## src/rtl/alu_pkg.sv

```systemverilog
// Shared encodings for the ALU operation controller: opcodes, one-hot mux
// selects and FSM state encoding.
package alu_pkg;

  localparam int OP_W  = 3;
  localparam int SEL_W = 6;
  localparam int CNT_W = 4;

  localparam logic [OP_W-1:0] OP_AND    = 3'd0;
  localparam logic [OP_W-1:0] OP_OR     = 3'd1;
  localparam logic [OP_W-1:0] OP_XOR    = 3'd2;
  localparam logic [OP_W-1:0] OP_NOT    = 3'd3;
  localparam logic [OP_W-1:0] OP_ADDSUB = 3'd4;
  localparam logic [OP_W-1:0] OP_MUL    = 3'd5;

  // Bit order matches the output mux inputs: and, or, xor, not, addSub, mult.
  localparam logic [SEL_W-1:0] SEL_NONE   = 6'b000000;
  localparam logic [SEL_W-1:0] SEL_AND    = 6'b000001;
  localparam logic [SEL_W-1:0] SEL_OR     = 6'b000010;
  localparam logic [SEL_W-1:0] SEL_XOR    = 6'b000100;
  localparam logic [SEL_W-1:0] SEL_NOT    = 6'b001000;
  localparam logic [SEL_W-1:0] SEL_ADDSUB = 6'b010000;
  localparam logic [SEL_W-1:0] SEL_MUL    = 6'b100000;

  typedef enum logic [1:0] {
    ST_IDLE = 2'd0,
    ST_EXEC = 2'd1,
    ST_MULW = 2'd2,
    ST_RESP = 2'd3
  } state_e;

endpackage

```

## src/rtl/alu_op_decode.sv

```systemverilog
// Combinational opcode decode: one-hot mux select plus illegal-opcode flag.
module alu_op_decode
  import alu_pkg::*;
(
  input  logic [OP_W-1:0]  op,
  output logic [SEL_W-1:0] sel,
  output logic             illegal
);

  // Map each legal opcode to its select line; 6/7 give no select and flag illegal.
  always_comb begin
    sel     = SEL_NONE;
    illegal = 1'b0;
    case (op)
      OP_AND:    sel = SEL_AND;
      OP_OR:     sel = SEL_OR;
      OP_XOR:    sel = SEL_XOR;
      OP_NOT:    sel = SEL_NOT;
      OP_ADDSUB: sel = SEL_ADDSUB;
      OP_MUL:    sel = SEL_MUL;
      default:   illegal = 1'b1;
    endcase
  end

endmodule

```

## src/rtl/alu_op_ctrl.sv

```systemverilog
// ALU operation controller: accepts one request at a time, drives registered
// operands/select to the ALU units, waits for the selected unit, captures the
// mux output and holds it until the consumer takes it.
module alu_op_ctrl
  import alu_pkg::*;
#(
  parameter int K       = 7,
  parameter int MUL_CYC = 3
) (
  input  logic            clk,
  input  logic            rst_n,
  input  logic            req_valid,
  output logic            req_ready,
  input  logic [OP_W-1:0] req_op,
  input  logic            req_sub,
  input  logic [K-1:0]    req_a,
  input  logic [K-1:0]    req_b,
  output logic [K-1:0]    opa,
  output logic [K-1:0]    opb,
  output logic            sub_en,
  output logic [SEL_W-1:0] sel,
  input  logic [K-1:0]    mux_out,
  output logic            rsp_valid,
  input  logic            rsp_ready,
  output logic [K-1:0]    rsp_data,
  output logic            rsp_err
);

  // Mult wait counter starts at MUL_CYC-1 so the capture lands MUL_CYC edges after accept.
  localparam logic [CNT_W-1:0] MUL_LD = CNT_W'(MUL_CYC - 1);

  state_e           state_q, state_d;
  logic [CNT_W-1:0] cnt_q, cnt_d;
  logic [K-1:0]     opa_q, opa_d, opb_q, opb_d, data_q, data_d;
  logic             sub_q, sub_d, err_q, err_d;
  logic [SEL_W-1:0] sel_q, sel_d;
  logic             rsp_valid_q, rsp_valid_d, req_ready_q, req_ready_d;

  logic [SEL_W-1:0] dec_sel;
  logic             dec_illegal;

  alu_op_decode u_dec (
    .op      (req_op),
    .sel     (dec_sel),
    .illegal (dec_illegal)
  );

  // Next-state and datapath load decisions for the controller FSM.
  always_comb begin
    state_d = state_q;
    cnt_d   = cnt_q;
    opa_d   = opa_q;
    opb_d   = opb_q;
    sub_d   = sub_q;
    sel_d   = sel_q;
    data_d  = data_q;
    err_d   = err_q;
    case (state_q)
      ST_IDLE: begin
        if (req_valid) begin
          opa_d = req_a;
          opb_d = req_b;
          sub_d = req_sub;
          sel_d = dec_sel;
          err_d = dec_illegal;
          if (dec_illegal) begin
            data_d  = '0;
            state_d = ST_RESP;
          end else if (req_op == OP_MUL) begin
            cnt_d   = MUL_LD;
            state_d = ST_MULW;
          end else begin
            state_d = ST_EXEC;
          end
        end
      end
      ST_EXEC: begin
        data_d  = mux_out;
        state_d = ST_RESP;
      end
      ST_MULW: begin
        if (cnt_q == '0) begin
          data_d  = mux_out;
          state_d = ST_RESP;
        end else begin
          cnt_d = cnt_q - 1'b1;
        end
      end
      ST_RESP: begin
        if (rsp_ready) begin
          sel_d   = SEL_NONE;
          state_d = ST_IDLE;
        end
      end
      default: state_d = ST_IDLE;
    endcase
    rsp_valid_d = (state_d == ST_RESP);
    req_ready_d = (state_d == ST_IDLE);
  end

  // Register FSM state, datapath holding registers and handshake outputs.
  always_ff @(posedge clk or negedge rst_n) begin
    if (!rst_n) begin
      state_q     <= ST_IDLE;
      cnt_q       <= '0;
      opa_q       <= '0;
      opb_q       <= '0;
      sub_q       <= 1'b0;
      sel_q       <= SEL_NONE;
      data_q      <= '0;
      err_q       <= 1'b0;
      rsp_valid_q <= 1'b0;
      req_ready_q <= 1'b1;
    end else begin
      state_q     <= state_d;
      cnt_q       <= cnt_d;
      opa_q       <= opa_d;
      opb_q       <= opb_d;
      sub_q       <= sub_d;
      sel_q       <= sel_d;
      data_q      <= data_d;
      err_q       <= err_d;
      rsp_valid_q <= rsp_valid_d;
      req_ready_q <= req_ready_d;
    end
  end

  assign opa       = opa_q;
  assign opb       = opb_q;
  assign sub_en    = sub_q;
  assign sel       = sel_q;
  assign rsp_data  = data_q;
  assign rsp_err   = err_q;
  assign rsp_valid = rsp_valid_q;
  assign req_ready = req_ready_q;

endmodule

```

## config.mk

```make
export PLATFORM = sky130hd
export DESIGN_NAME = alu_op_ctrl
export DESIGN_NICKNAME = d
export VERILOG_FILES = /design/src/rtl/alu_pkg.sv /design/src/rtl/alu_op_decode.sv /design/src/rtl/alu_op_ctrl.sv
export SDC_FILE = /design/constraint.sdc
export NUM_CORES = 1
export LEC_CHECK = 0
export CORE_ASPECT_RATIO = 1.75
export CORE_UTILIZATION = 48
export CTS_CLUSTER_DIAMETER = 120
export DETAILED_ROUTE_END_ITERATION = 7
export PLACE_DENSITY = 0.84
export SYNTH_ARGS = -nofsm -noshare
export SYNTH_HDL_FRONTEND = slang
export SYNTH_SLANG_ARGS = --single-unit
```

## constraint.sdc

```tcl
create_clock -name clk -period 3.1 [get_ports clk]
set_clock_uncertainty 0.05 [all_clocks]
set_input_delay 0.62 -clock clk [delete_from_list [all_inputs] [get_ports clk]]
set_output_delay 0.62 -clock clk [all_outputs]
set_load 0.02 [all_outputs]
```

**Yosys cells after proc, flatten, opt, wreduce, memory -nomap -nowiden**

Index checks and enable logic that the tools add are counted.

- Bits in registers: 37
- Logic and storage cells: 59

- Add/sub/neg operators: 1
- Equal/unequal tests: 16
- Multiplexer cells: 20
- Reduce and logical (&&, ||, !) cells: 12

Operator list:

| cell | count |
|---|---|
| $pmux W6 S6 | 1 |
| $mux W7 | 3 |
| $pmux W7 S3 | 1 |
| $mux W4 | 4 |
| $ne A2 B2 Y1 const B | 7 |
| $mux W6 | 2 |
| $pmux W6 S2 | 1 |
| $mux W2 | 5 |
| $pmux W2 S4 | 1 |
| $pmux W4 S2 | 1 |
| $eq A2 B2 Y1 const B | 3 |
| $eq A3 B2 Y1 const B | 2 |
| $eq A3 B3 Y1 const B | 2 |
| $reduce_or A6 Y1 | 1 |
| $reduce_and A5 Y1 | 1 |
| $logic_not A2 Y1 | 2 |
| $logic_not A4 Y1 | 1 |
| $reduce_and A4 Y1 | 1 |
| $reduce_bool A2 Y1 | 2 |
| $sub A4 B1 Y4 const B | 1 |
| $eq A3 B1 Y1 const B | 1 |
| $logic_not A3 Y1 | 1 |
| $reduce_and A3 Y1 | 1 |
| $reduce_bool A3 Y1 | 1 |
| 3 further kinds | 3 |

**Depth between registers and ports, before layout**

- Word-level depth: 6
- Depth in mapped cells: 8

**Modules after synthesis**

Synthesis repeated with hierarchy kept, for this count alone.

- Cell total of the unflattened synthesis: 200
- Area, all modules: 1816.7 um2

By module, submodules not included:

| module | times used | cells each | area an instance (um2) | seq. area each (um2) |
|---|---|---|---|---|
| alu_op_ctrl | 1 | 193 | 1761.7 | 927.1 |
| alu_op_decode | 1 | 7 | 55.1 | 0.0 |

**Worst setup path before layout**

Ideal clock, no wire load.

- Path type: register to register
- From: register state_q[0]
- To: register opa_q[0] (netlist: opa[0])
- Library setup time: 125 ps
- Arrival time: 1675 ps
- Required time: 2925 ps
- Setup slack: 1250 ps
- Stages on the path, launching flop included: 8
- Buffers on the path: 3
- Clock period less this slack: 1850 ps
- Path through: dfrtp_1 -> inv_1 -> ha_1 -> buf_2 -> nand2_1 -> buf_2 -> buf_2 -> mux2_2

- Word-level cells in the longest chain between the ends: 2

Ends and longest elaborated chain:

| what | line | text |
|---|---|---|
| from (decl) | alu_op_ctrl.sv:32 | `state_e state_q, state_d;` |
| from (signal assigned) | alu_op_ctrl.sv:115 | `state_q <= state_d;` |
| $logic_not A2 Y1 | alu_op_ctrl.sv:58 | `case (state_q)` |
| $reduce_and A2 Y1 (no source line) | - |  |
| to (signal assigned) | alu_op_ctrl.sv:117 | `opa_q <= opa_d;` |
| to (decl) | alu_op_ctrl.sv:34 | `logic [K-1:0] opa_q, opa_d, opb_q, opb_d, data_q, data_d;` |

Every way passes these cells.
A chain may end at the register's enable or synchronous reset.

**Final worst setup path**

- From: register state_q[1]
- To: register sel_q[4] (netlist: sel[4])

- Word-level cells in the longest chain between the ends: 3

Ends and longest elaborated chain:

| what | line | text |
|---|---|---|
| $eq A2 B2 Y1 or $logic_not A2 Y1 (tied branches) | alu_op_ctrl.sv:58 |  |
| $ne A2 B2 Y1 (no source line) or $reduce_bool A2 Y1 (tied branches) | - |  |
| $reduce_and A3 Y1 (no source line) | - |  |
| to (signal assigned) | alu_op_ctrl.sv:120 | `sel_q <= sel_d;` |
| to (decl) | alu_op_ctrl.sv:36 | `logic [SEL_W-1:0] sel_q, sel_d;` |

Parallel ways exist; a longest one is shown, timed or not.

==> summary.txt <==
Placement
  – HPWL Detailed: 3163 um
  – Port Buffers: 59
  – Placed Cells: 255
  – GPL Wtd Cong: 0.8676

Cells and area
  – Fin cells: 263
  – Antenna diodes: 0
  – Nets: 254
  – Area Growth Syn to Fin: 41.10%
  – Final-layout fill cell count: 277
  – Most frequent cells in the layout: clkdlybuf4s50_1, dfrtp_1, mux2_2
  – Leading cell type in the layout, fill and taps excluded: clkdlybuf4s50_1
  – Share of cells above drive strength 1: 0.1376

Global routing
  – Vias in the first global route: 1,418
  – First-pass GRT wire length: 6306 um
  – All-layer global routing usage: 0.2343
  – Largest net degree at the start of global routing: 38
  – GR Overflow Total: 0
  – Antenna violations before repair: 0

STA
  – Fin Setup TNS: 0 ns
  – Final Hold Vio Count: 0
  – Slew Limit Fails: 0
  – Final min period: 2.132 ns
  – Worst-Margin Slew: 0.8101 ns
  – RSZ-0062 raised after global routing: no
  – Fmax: 469.0 MHz
  – Final worst-path cycle share: 0.6878
  – Max transition margin: 0.4599
  – Setup violators final: 0

Floorplanning
  – IO Count: 60
  – Die Width: 47.65 um
  – Row count: 28
  – Die Y: 81.89 um
  – Die ar.: 3902 um2
  – Initial Util: 0.5098
  – Core ar.: 3433 um2

Clock network
  – CTS Root Cell: clkbuf_8
  – Clock sink count: 37
  – PostCTS Resize Cnt: 0
  – Clock Pin Slew Worst Setup and Hold Paths: 0.08 ns
  – Hold-fix buffers, CTS: 0
  – H-tree Lvls: 2
  – CTS tree: built
  – Setup Buffers After CTS: 0
  – Longest Clk Path Bufs: 2
  – CTS buffer count: 5
  – Clock Latency Late Sink: 0.29 ns

Detailed routing
  – Mean routed wirelength per cell: 15.88 um
  – DRT iter0 DRCs: 41
  – Number of iterations in the first detailed-routing pass: 4
  – WL final: 4176 um
  – Final ANT Viol Nets: 0
  – Routed via count: 1,441
  – DRC errors left: 0
  – Via density per instance: 5.479

Synthesis
  – Number of flops mapped to enable cells by yosys: 0
  – Sequential element share of the synthesized area: 0.5297
  – Yosys cell types: 37
  – Ys flop type: dfrtp_1
  – Async SR Flop Fraction: 1.000
  – Avg Cell Area, Syn: 11.08 um2
  – Synth Register Bits: 37
  – Post-Synthesis Cells: 158
  – Net count after synthesis: 195
  – Synthesized cell area: 1750 um2
  – Synth warn: 0

Critical path
  – Worst-path cell chain: inv_1 > ha_1 > nand2_1 > a21o_1 > mux2_2
  – Crit path largest cell delay: 0.43 ns
  – CP Class: reg2reg
  – WP data required: 3.23 ns
  – Max Fanout on Critical Path: 10
  – CP max stage cell: dfrtp_1
  – Worst path arrival time: 2.26 ns
  – Crit. End Element: register
  – Critical Path Source Type: register

Run status
  – Status: completed

Flow run
  – Maxcap violations: 0

Min path
  – HP Class: in2async

Power and ir drop
  – Static Leakage: 1.059 nW
  – Worst vdd ir: 0.8048 mV
  – PD cells: 1085 nW/um2
cell usage after synthesis, drive strengths merged, types with 2 or more instances:
cell | instances | share of area
a21oi | 4 | 0.011
buf | 4 | 0.015
clkbuf | 4 | 0.0086
dfrtp | 36 | 0.51
ha | 8 | 0.057
inv | 14 | 0.030
mux2 | 16 | 0.10
nand2 | 12 | 0.026
nand2b | 2 | 0.0071
nand3 | 10 | 0.029
nor2 | 6 | 0.013
o21ai | 14 | 0.040
o22ai | 3 | 0.011
o2bb2ai | 2 | 0.010
o41ai | 2 | 0.010
critical path, delay by kind of cell (launching register included):
family / cells / cell delay, ns
AOI/OAI and AO/OA: 1 / 0.34
adders and majority gates: 1 / 0.40
buffers and inverters: 1 / 0.15
DFF: 1 / 0.43
muxes: 1 / 0.29
and+or+nand+nor: 1 / 0.35
final cells by class:
cell class | count | area [um2] | area share
Clock buffer | 6 | 72.57 | 0.02938
Clock inverter | 2 | 38.79 | 0.01570
Inverter | 14 | 52.55 | 0.02128
Multi-Input combinational cell | 99 | 729.5 | 0.2953
Sequential cell | 37 | 927.1 | 0.3754
Tap cell | 45 | 56.30 | 0.02280
Timing Repair Buffer | 60 | 593.1 | 0.2401
final timing paths:
path | from | end | slack (ns) | cells after the start
max | state_q[1] | sel[4] | 0.97 | 5
min | rst_n | cnt_q[2] | 0.36 | 1
max reg2reg | state_q[1] | sel[4] | 0.97 | 5
min reg2reg | sel[2] | sel[2] | 0.44 | 2
max in group asynchronous | rst_n | opa[0] | 2.11 | 1
min in group clk | sel[2] | sel[2] | 0.44 | 2
where the power goes:
group	internal, mW	leakage [nW]	switching [mW]	total, mW
logic	0.667	0.543	0.747	1.41
clock network	0.242	0.0554	0.174	0.416
registers	0.710	0.460	0.140	0.849
total	1.62	1.06	1.06	2.68
registers in the layout (all words and copies together) (netlist names):
| register | cells |
|---|---|
| opa | 7 |
| opb | 7 |
| rsp_data | 7 |
| sel | 6 |
| cnt_q | 4 |
| state_q | 2 |
| req_ready | 1 |
| rsp_err | 1 |
| rsp_valid | 1 |
| sub_en | 1 |
cell families (layout without fill, tap and decap cells):
group | Yosys count | in the layout | synth area share
DFF | 37 | 37 | 0.5297
muxes | 16 | 16 | 0.1029
AOI/OAI and AO/OA | 35 | 35 | 0.1380
adders and majority gates | 8 | 8 | 0.05719
buffers and inverters | 22 | 82 | 0.05360
and+or+nand+nor | 40 | 40 | 0.1187
metrics by stage:
step	worst slack, ns	total power [mW]	util	instance area, um2	hold slack [ns]
floorplan	1.250	1.717	-	1750	0.2744
global placement	0.8192	2.199	0.6870	2359	0.4226
detailed placement	0.7486	2.273	0.6870	2359	0.4328
CTS	0.9611	2.702	0.7194	2470	0.3934
global route	0.8373	2.851	0.7194	2470	0.4444
finish	0.9678	2.680	0.7194	2470	0.3621
routing by layer:
layer,vias to the layer above,routed length (um),track usage
li1,668,-,-
met1,708,1432,0.2288
met2,54,2462,0.4329
met3,11,160,0.05055
met4,0,120,0.1139
met5,-,0,0
Note: power is estimated with default switching activity, not from simulation.
